===== src/rtl/hdlc_clk_pkg.sv =====
// Shared constants and types for the HDLC bit-clock generators (tx and rx).
package hdlc_clk_pkg;

  // Divider configuration after reset.
  localparam logic [11:0] FREQ_RST  = 12'd4;
  localparam logic [15:0] LIMIT_RST = 16'd1;

  // One bit period is 16 divider ticks; the first half drives the active level.
  localparam logic [3:0] HALF_PERIOD = 4'd8;
  localparam logic [3:0] LAST_PHASE  = 4'd15;

  // Clock-gate FSM encoding.
  typedef enum logic {
    ST_IDLE = 1'b0,
    ST_RUN  = 1'b1
  } tx_state_e;

  // The peer samples on rising when CPOL^CPHA=0, so we launch on the falling edge then.
  function automatic logic launch_is_rising(input logic cpol, input logic cpha);
    return cpol ^ cpha;
  endfunction

endpackage


===== src/rtl/hdlc_tx_clk_gen_if.sv =====
// Control/status bundle between the HDLC shifter side and the tx bit-clock generator.
interface hdlc_tx_clk_gen_if;
  import hdlc_clk_pkg::*;

  // Handshake: load is a single-cycle valid with an implicit always-ready
  // receiver; baud_freq/baud_limit are sampled only in a cycle where load=1.
  // launch_en is a one-cycle strobe with no back-pressure; clk_req is a level.
  logic        en;
  logic        load;
  logic [11:0] baud_freq;
  logic [15:0] baud_limit;
  logic        sync_mode;
  logic        ext_sync_clk;
  logic        clk_req;
  logic        tx_sync_clk;
  logic        launch_en;
  logic        clk_active;
  tx_state_e   dbg_state;

  modport master (
    output en, load, baud_freq, baud_limit, sync_mode, ext_sync_clk, clk_req,
    input  tx_sync_clk, launch_en, clk_active, dbg_state
  );

  modport slave (
    input  en, load, baud_freq, baud_limit, sync_mode, ext_sync_clk, clk_req,
    output tx_sync_clk, launch_en, clk_active, dbg_state
  );

endinterface


===== src/rtl/hdlc_edge_det.sv =====
// Three-flop synchroniser for an asynchronous clock with rising/falling edge pulses.
module hdlc_edge_det #(
  parameter logic RST_VAL = 1'b1
) (
  input  logic clk,
  input  logic rst,
  input  logic async_in,
  output logic pedge,
  output logic nedge
);

  logic [2:0] sync_q;

  // Shift the asynchronous input through the synchroniser chain.
  always_ff @(posedge clk) begin
    if (rst) sync_q <= {3{RST_VAL}};
    else     sync_q <= {sync_q[1:0], async_in};
  end

  assign pedge =  sync_q[1] & ~sync_q[2];
  assign nedge = ~sync_q[1] &  sync_q[2];

endmodule


===== src/rtl/hdlc_tx_clk_gen.sv =====
// HDLC transmit bit-clock generator: fractional divider for the internal clock,
// synchronised peer clock in external mode, and a one-cycle launch strobe.
// Optional: define HDLC_TX_CLK_GATE_EN to gate the internal clock on clk_req.
module hdlc_tx_clk_gen
  import hdlc_clk_pkg::*;
#(
  parameter logic CPOL = 1'b1,
  parameter logic CPHA = 1'b1
) (
  input logic clk,
  input logic rst,
  hdlc_tx_clk_gen_if.slave bus
);

  localparam logic LAUNCH_RISE = launch_is_rising(CPOL, CPHA);

  logic        blk_rst;
  logic        hold;
  logic [11:0] freq_reg;
  logic [15:0] limit_reg;
  logic [15:0] counter;
  logic        ce_16;
  logic [3:0]  count16;
  logic        tx_q;
  logic        tx_next;
  logic        launch_pend;
  logic        launch_q;
  logic        parked;
  logic        entry_launch;
  logic        active;
  logic        ext_pedge;
  logic        ext_nedge;
  logic        ext_edge;

  // en=0 clears the datapath like reset but leaves the configuration alone.
  assign blk_rst = rst || !bus.en;
  assign hold    = blk_rst || bus.sync_mode || parked;

  // Capture a new divider configuration; zero values would stall or divide by zero.
  always_ff @(posedge clk) begin
    if (rst) begin
      freq_reg  <= FREQ_RST;
      limit_reg <= LIMIT_RST;
    end else if (bus.load && (bus.baud_freq != '0) && (bus.baud_limit != '0)) begin
      freq_reg  <= bus.baud_freq;
      limit_reg <= bus.baud_limit;
    end
  end

  // Fractional accumulator producing the 16x tick ce_16.
  always_ff @(posedge clk) begin
    if (hold) begin
      counter <= '0;
      ce_16   <= 1'b0;
    end else if (counter >= limit_reg) begin
      counter <= counter - limit_reg;
      ce_16   <= 1'b1;
    end else begin
      counter <= counter + {4'b0, freq_reg};
      ce_16   <= 1'b0;
    end
  end

  assign tx_next = (count16 < HALF_PERIOD) ? ~CPOL : CPOL;

  // Phase counter and bit clock; launch_pend marks a tick-driven launch transition,
  // so parking or a mode switch never looks like a launch edge.
  always_ff @(posedge clk) begin
    if (hold) begin
      count16     <= '0;
      tx_q        <= CPOL;
      launch_pend <= 1'b0;
    end else if (ce_16) begin
      count16     <= count16 + 4'd1;
      tx_q        <= tx_next;
      launch_pend <= (tx_next != tx_q) && (tx_next == LAUNCH_RISE);
    end else begin
      launch_pend <= 1'b0;
    end
  end

  hdlc_edge_det #(.RST_VAL(CPOL)) u_edge_det (
    .clk      (clk),
    .rst      (blk_rst),
    .async_in (bus.ext_sync_clk),
    .pedge    (ext_pedge),
    .nedge    (ext_nedge)
  );

  assign ext_edge = LAUNCH_RISE ? ext_pedge : ext_nedge;

  // Registered launch strobe from whichever clock source is selected.
  always_ff @(posedge clk) begin
    if (blk_rst)            launch_q <= 1'b0;
    else if (bus.sync_mode) launch_q <= ext_edge;
    else                    launch_q <= launch_pend || entry_launch;
  end

`ifdef HDLC_TX_CLK_GATE_EN
  tx_state_e state;
  tx_state_e state_next;

  // Gate FSM state register.
  always_ff @(posedge clk) begin
    if (blk_rst) state <= ST_IDLE;
    else         state <= state_next;
  end

  // Start on request; stop only on a period boundary so no bit is truncated.
  always_comb begin
    state_next = state;
    case (state)
      ST_IDLE: if (bus.clk_req && !bus.sync_mode) state_next = ST_RUN;
      ST_RUN: begin
        if (bus.sync_mode) state_next = ST_IDLE;
        else if (ce_16 && (count16 == LAST_PHASE) && !bus.clk_req) state_next = ST_IDLE;
      end
    endcase
  end

  // FSM outputs; with CPHA=0 the first bit must be presented before the first edge.
  always_comb begin
    parked       = (state == ST_IDLE);
    active       = (state == ST_RUN);
    entry_launch = (state == ST_IDLE) && bus.clk_req && !bus.sync_mode && !CPHA;
  end

  assign bus.dbg_state = state;
`else
  logic unused_clk_req;

  assign unused_clk_req = bus.clk_req;
  assign parked         = 1'b0;
  assign entry_launch   = 1'b0;
  assign active         = !blk_rst && !bus.sync_mode;
  assign bus.dbg_state  = active ? ST_RUN : ST_IDLE;
`endif

  assign bus.tx_sync_clk = tx_q;
  assign bus.launch_en   = launch_q;
  assign bus.clk_active  = active;

endmodule


===== src/flat_wrapper.sv =====
// flat-port wrapper written by rule: the top's interface ports become plain ports
module hdlc_tx_clk_gen_flat import hdlc_clk_pkg::*;
#(
  parameter logic CPOL = 1'b1,
  parameter logic CPHA = 1'b1
)
  (clk, rst, bus_en, bus_load, bus_baud_freq, bus_baud_limit, bus_sync_mode, bus_ext_sync_clk, bus_clk_req, bus_tx_sync_clk, bus_launch_en, bus_clk_active, bus_dbg_state);
  hdlc_tx_clk_gen_if bus_i ();
  input logic clk;
  input logic rst;
  input wire logic [$bits(bus_i.en)-1:0] bus_en;
  input wire logic [$bits(bus_i.load)-1:0] bus_load;
  input wire logic [$bits(bus_i.baud_freq)-1:0] bus_baud_freq;
  input wire logic [$bits(bus_i.baud_limit)-1:0] bus_baud_limit;
  input wire logic [$bits(bus_i.sync_mode)-1:0] bus_sync_mode;
  input wire logic [$bits(bus_i.ext_sync_clk)-1:0] bus_ext_sync_clk;
  input wire logic [$bits(bus_i.clk_req)-1:0] bus_clk_req;
  output wire logic [$bits(bus_i.tx_sync_clk)-1:0] bus_tx_sync_clk;
  output wire logic [$bits(bus_i.launch_en)-1:0] bus_launch_en;
  output wire logic [$bits(bus_i.clk_active)-1:0] bus_clk_active;
  output wire logic [$bits(bus_i.dbg_state)-1:0] bus_dbg_state;
  assign bus_i.en = bus_en;
  assign bus_i.load = bus_load;
  assign bus_i.baud_freq = bus_baud_freq;
  assign bus_i.baud_limit = bus_baud_limit;
  assign bus_i.sync_mode = bus_sync_mode;
  assign bus_i.ext_sync_clk = bus_ext_sync_clk;
  assign bus_i.clk_req = bus_clk_req;
  assign bus_tx_sync_clk = bus_i.tx_sync_clk;
  assign bus_launch_en = bus_i.launch_en;
  assign bus_clk_active = bus_i.clk_active;
  assign bus_dbg_state = bus_i.dbg_state;
  hdlc_tx_clk_gen #(.CPOL(CPOL), .CPHA(CPHA)) u_core (.clk(clk), .rst(rst), .bus(bus_i));
endmodule

===== config.mk =====
export PLATFORM = sky130hd
export DESIGN_NAME = hdlc_tx_clk_gen_flat
export DESIGN_NICKNAME = d
export VERILOG_FILES = /design/src/rtl/hdlc_clk_pkg.sv /design/src/rtl/hdlc_tx_clk_gen_if.sv /design/src/rtl/hdlc_edge_det.sv /design/src/rtl/hdlc_tx_clk_gen.sv /design/src/flat_wrapper.sv
export SDC_FILE = /design/constraint.sdc
export NUM_CORES = 1
export LEC_CHECK = 0
export ABC_CLOCK_PERIOD_IN_PS = 5070
export CAP_MARGIN = 10
export CORE_MARGIN = 2
export CORE_UTILIZATION = 53
export CTS_CLUSTER_DIAMETER = 50
export CTS_CLUSTER_SIZE = 14
export DETAILED_ROUTE_END_ITERATION = 12
export GPL_ROUTABILITY_DRIVEN = 0
export PLACE_DENSITY = 0.76
export SYNTH_ARGS = -nofsm -noshare
export SYNTH_HDL_FRONTEND = slang
export SYNTH_SLANG_ARGS = --single-unit
export TNS_END_PERCENT = 50

===== constraint.sdc =====
create_clock -name clk -period 5.07 [get_ports clk]
set_input_delay 1.014 -clock clk [delete_from_list [all_inputs] [get_ports clk]]
set_output_delay 1.014 -clock clk [all_outputs]
set_load 0.02 [all_outputs]

==> flow_summary.json <==
{
  "outcome": "finished clean",
  "reg2reg_depth": 8,
  "grt_pass1_wl_um": 12970,
  "grt_max_degree": 31,
  "slew_violations": 0,
  "drtAntennaViolNets": 0,
  "diodes": 0,
  "ir_drop_v": 0.0001525,
  "drtIter0Drc": 149,
  "hp-class": "register to register",
  "reg2reg_to": "u_core.counter[7]",
  "syn_nets": 472,
  "dpl.cell_count": 505,
  "crit_path_end_kind": "primary output",
  "post-cts-setup-buffer-count": 0,
  "setup_viol": 0,
  "dr_total_vias": 2932,
  "finalWirelength_um": 7762,
  "relSlewSlack_pct": 22.44,
  "synth_ff_type": "dfxtp_1",
  "cellLeakagePower_uw": 0.001756,
  "cts-root-buf": "clkbuf_8",
  "clk_latency_ns": 0.32,
  "cap_violations": 0,
  "clock-sinks": 55,
  "cts_buffers": 5,
  "grt_remaining_overflow": 0,
  "rsz0062_at_grt": "no",
  "reg2reg_from": "u_core.limit_reg[9]",
  "rows": 29,
  "crit_fanout": 21,
  "cp-startpoint": "bus_en",
  "skew_ns": 0.006221,
  "post-route-min-period_ns": 3.894,
  "worstHoldStart": "u_core.u_edge_det.sync_q[0]",
  "wl_per_cell_um": 15.13,
  "fin_crit_sh_pct": 76.81,
  "core_mm2": 0.006350,
  "drt-pass1-iter-count": 4,
  "dp_hpwl_um": 5982,
  "max_freq_mhz": 256.8,
  "htreeDepth": 2,
  "clk_path_buf_depth": 2,
  "synth_warnings": 0,
  "final.setup.worst_slack_ns": 1.176,
  "clk_pin_slew_ns": 0.11,
  "synth_top_area_cell": "dfxtp_1",
  "die_x_um": 85.00,
  "synth_seq_area_share_pct": 31.67,
  "holdWs_ns": 0.4398,
  "crit_type": "input pin to primary output",
  "synth_edf_count": 0,
  "arrival_ns": 2.88,
  "syn_area_per_cell_um2": 8.564,
  "finalSetupTns_ns": 0,
  "mostFrequentLayoutCells": "55 x dfxtp_1, 51 x nor2_1, 37 x clkdlybuf4s50_1, 34 x mux2i_1, 31 x a21oi_1",
  "start_util_pct": 54.76,
  "drc": 0,
  "dp_slack_ns": 1.178,
  "worst_pin_slew_ns": 1.163,
  "ioPinCount": 39,
  "area_delta_synth_final_pct": 14.14,
  "r2r_setup_slack_ns": 2.19,
  "die_y_um": 85.00,
  "layout_commonest_cell": "dfxtp_1",
  "die_area_mm2": 0.007224,
  "hold_depth": 1,
  "cts_tree": "yes",
  "fin_nets": 501,
  "portBuffers": 37,
  "antenna_found_initial": 0,
  "via_per_inst": 5.715,
  "hold_end": "u_core.u_edge_det.sync_q[1]",
  "async_flop_share_pct": 0,
  "start_kind": "input pin",
  "grt_pass1_vias": 2753,
  "grt_use_total_pct": 22.10,
  "drive_gt1_share_pct": 4.358,
  "synthCells": 406,
  "power.density_mw_per_mm2": 260.5,
  "synth_area_mm2": 0.003477,
  "ys_top_cells_by_area": "dfxtp_1 32%, ha_1 10%, mux2i_1 9.8%, nor2_1 5.5%, a21oi_1 4.5%",
  "holdBufCountCts": 0,
  "ys_types": 52,
  "worstPathRequired_ns": 4.06,
  "synth_seq_cells": 55,
  "cts_resized": 0,
  "hold_viol": 0,
  "fin_cells": 513,
  "synth_top_area_share_pct": 31.67
}
## cells by family (layout without fill, tap and decap cells)
logic type,count (synthesis),count (layout),synth area share (%)
simple gates,128,128,17.42
compound gates,90,90,17.78
flops,55,55,31.67
buf+inv,42,72,5.074
mux,36,36,10.44
fa+ha+maj,31,31,11.59
xor+xnor,24,24,6.045
## layer usage
layer / vias to the layer above / part of all wire (%) / global-route usage, %
met5: - / 0 / 0
met4: 0 / 1.5 / 6.061
met3: 8 / 5.8 / 3.113
met2: 89 / 44 / 34.80
met1: 1335 / 49 / 31.74
li1: 1500 / - / -
## synth_stat cells (all sizes together) (2+ instances only)
cell type  number
o21ai          10
a31oi           3
nand3          10
xnor2          12
nor2           51
buf             7
fa              2
a21o            7
o211ai          4
o21bai          4
inv            25
a211o           4
a21boi          2
nand4           6
and3            6
o21a            3
clkbuf         10
a211oi          6
nor2b           3
nand2b          9
xor2           12
a21oi          33
ha             29
nand2          23
nor3            3
o41ai           2
mux2            2
or2             2
mux2i          34
o22ai           3
o2111ai         2
nor4           12
dfxtp          55
## layout make-up
cell class	instances	area, µm²
fill	560	2381
multi-input combinational	309	2205
sequential	55	1101
timing repair buffer	39	385.4
tap	77	96.34
inverter	25	93.84
clock buffer	5	68.82
clock inverter	3	18.77
## critical path, cell delays in order
cell	delay, ns
clkdlybuf4s50_1	0.47
nor2b_1	0.27
nand2b_1	0.09
buf_4	0.23
inv_1	0.17
clkdlybuf4s50_1	0.63
## worst max path at each step
| stage | end | slack (ns) | cells after the start |
|---|---|---|---|
| 4_1_cts | bus_clk_active | 1.17 | 6 |
| 3_5_place_dp | bus_clk_active | 1.18 | 6 |
| 6_report | bus_clk_active | 1.18 | 6 |
| 2_1_floorplan | bus_dbg_state | 2.34 | 4 |
| 3_3_place_gp | bus_dbg_state | 1.23 | 6 |
| 5_1_grt | bus_dbg_state | 1.10 | 6 |
## stage by stage
step	instance area, µm²	total power [µW]	util (%)
final	3969	1034	62.50
after global routing	3969	1090	62.50
after CTS	3969	1036	62.50
after detailed placement	3881	786.8	61.12
after global placement	3881	779.4	61.12
after floorplan	3477	710.3	-
## power by group
part | internal [µW] | switching [µW]
Sequential | 453 | 16.8
Clock | 97.9 | 155
Combinational | 145 | 167
Total | 696 | 338
Power figures use the tool's default switching activity.
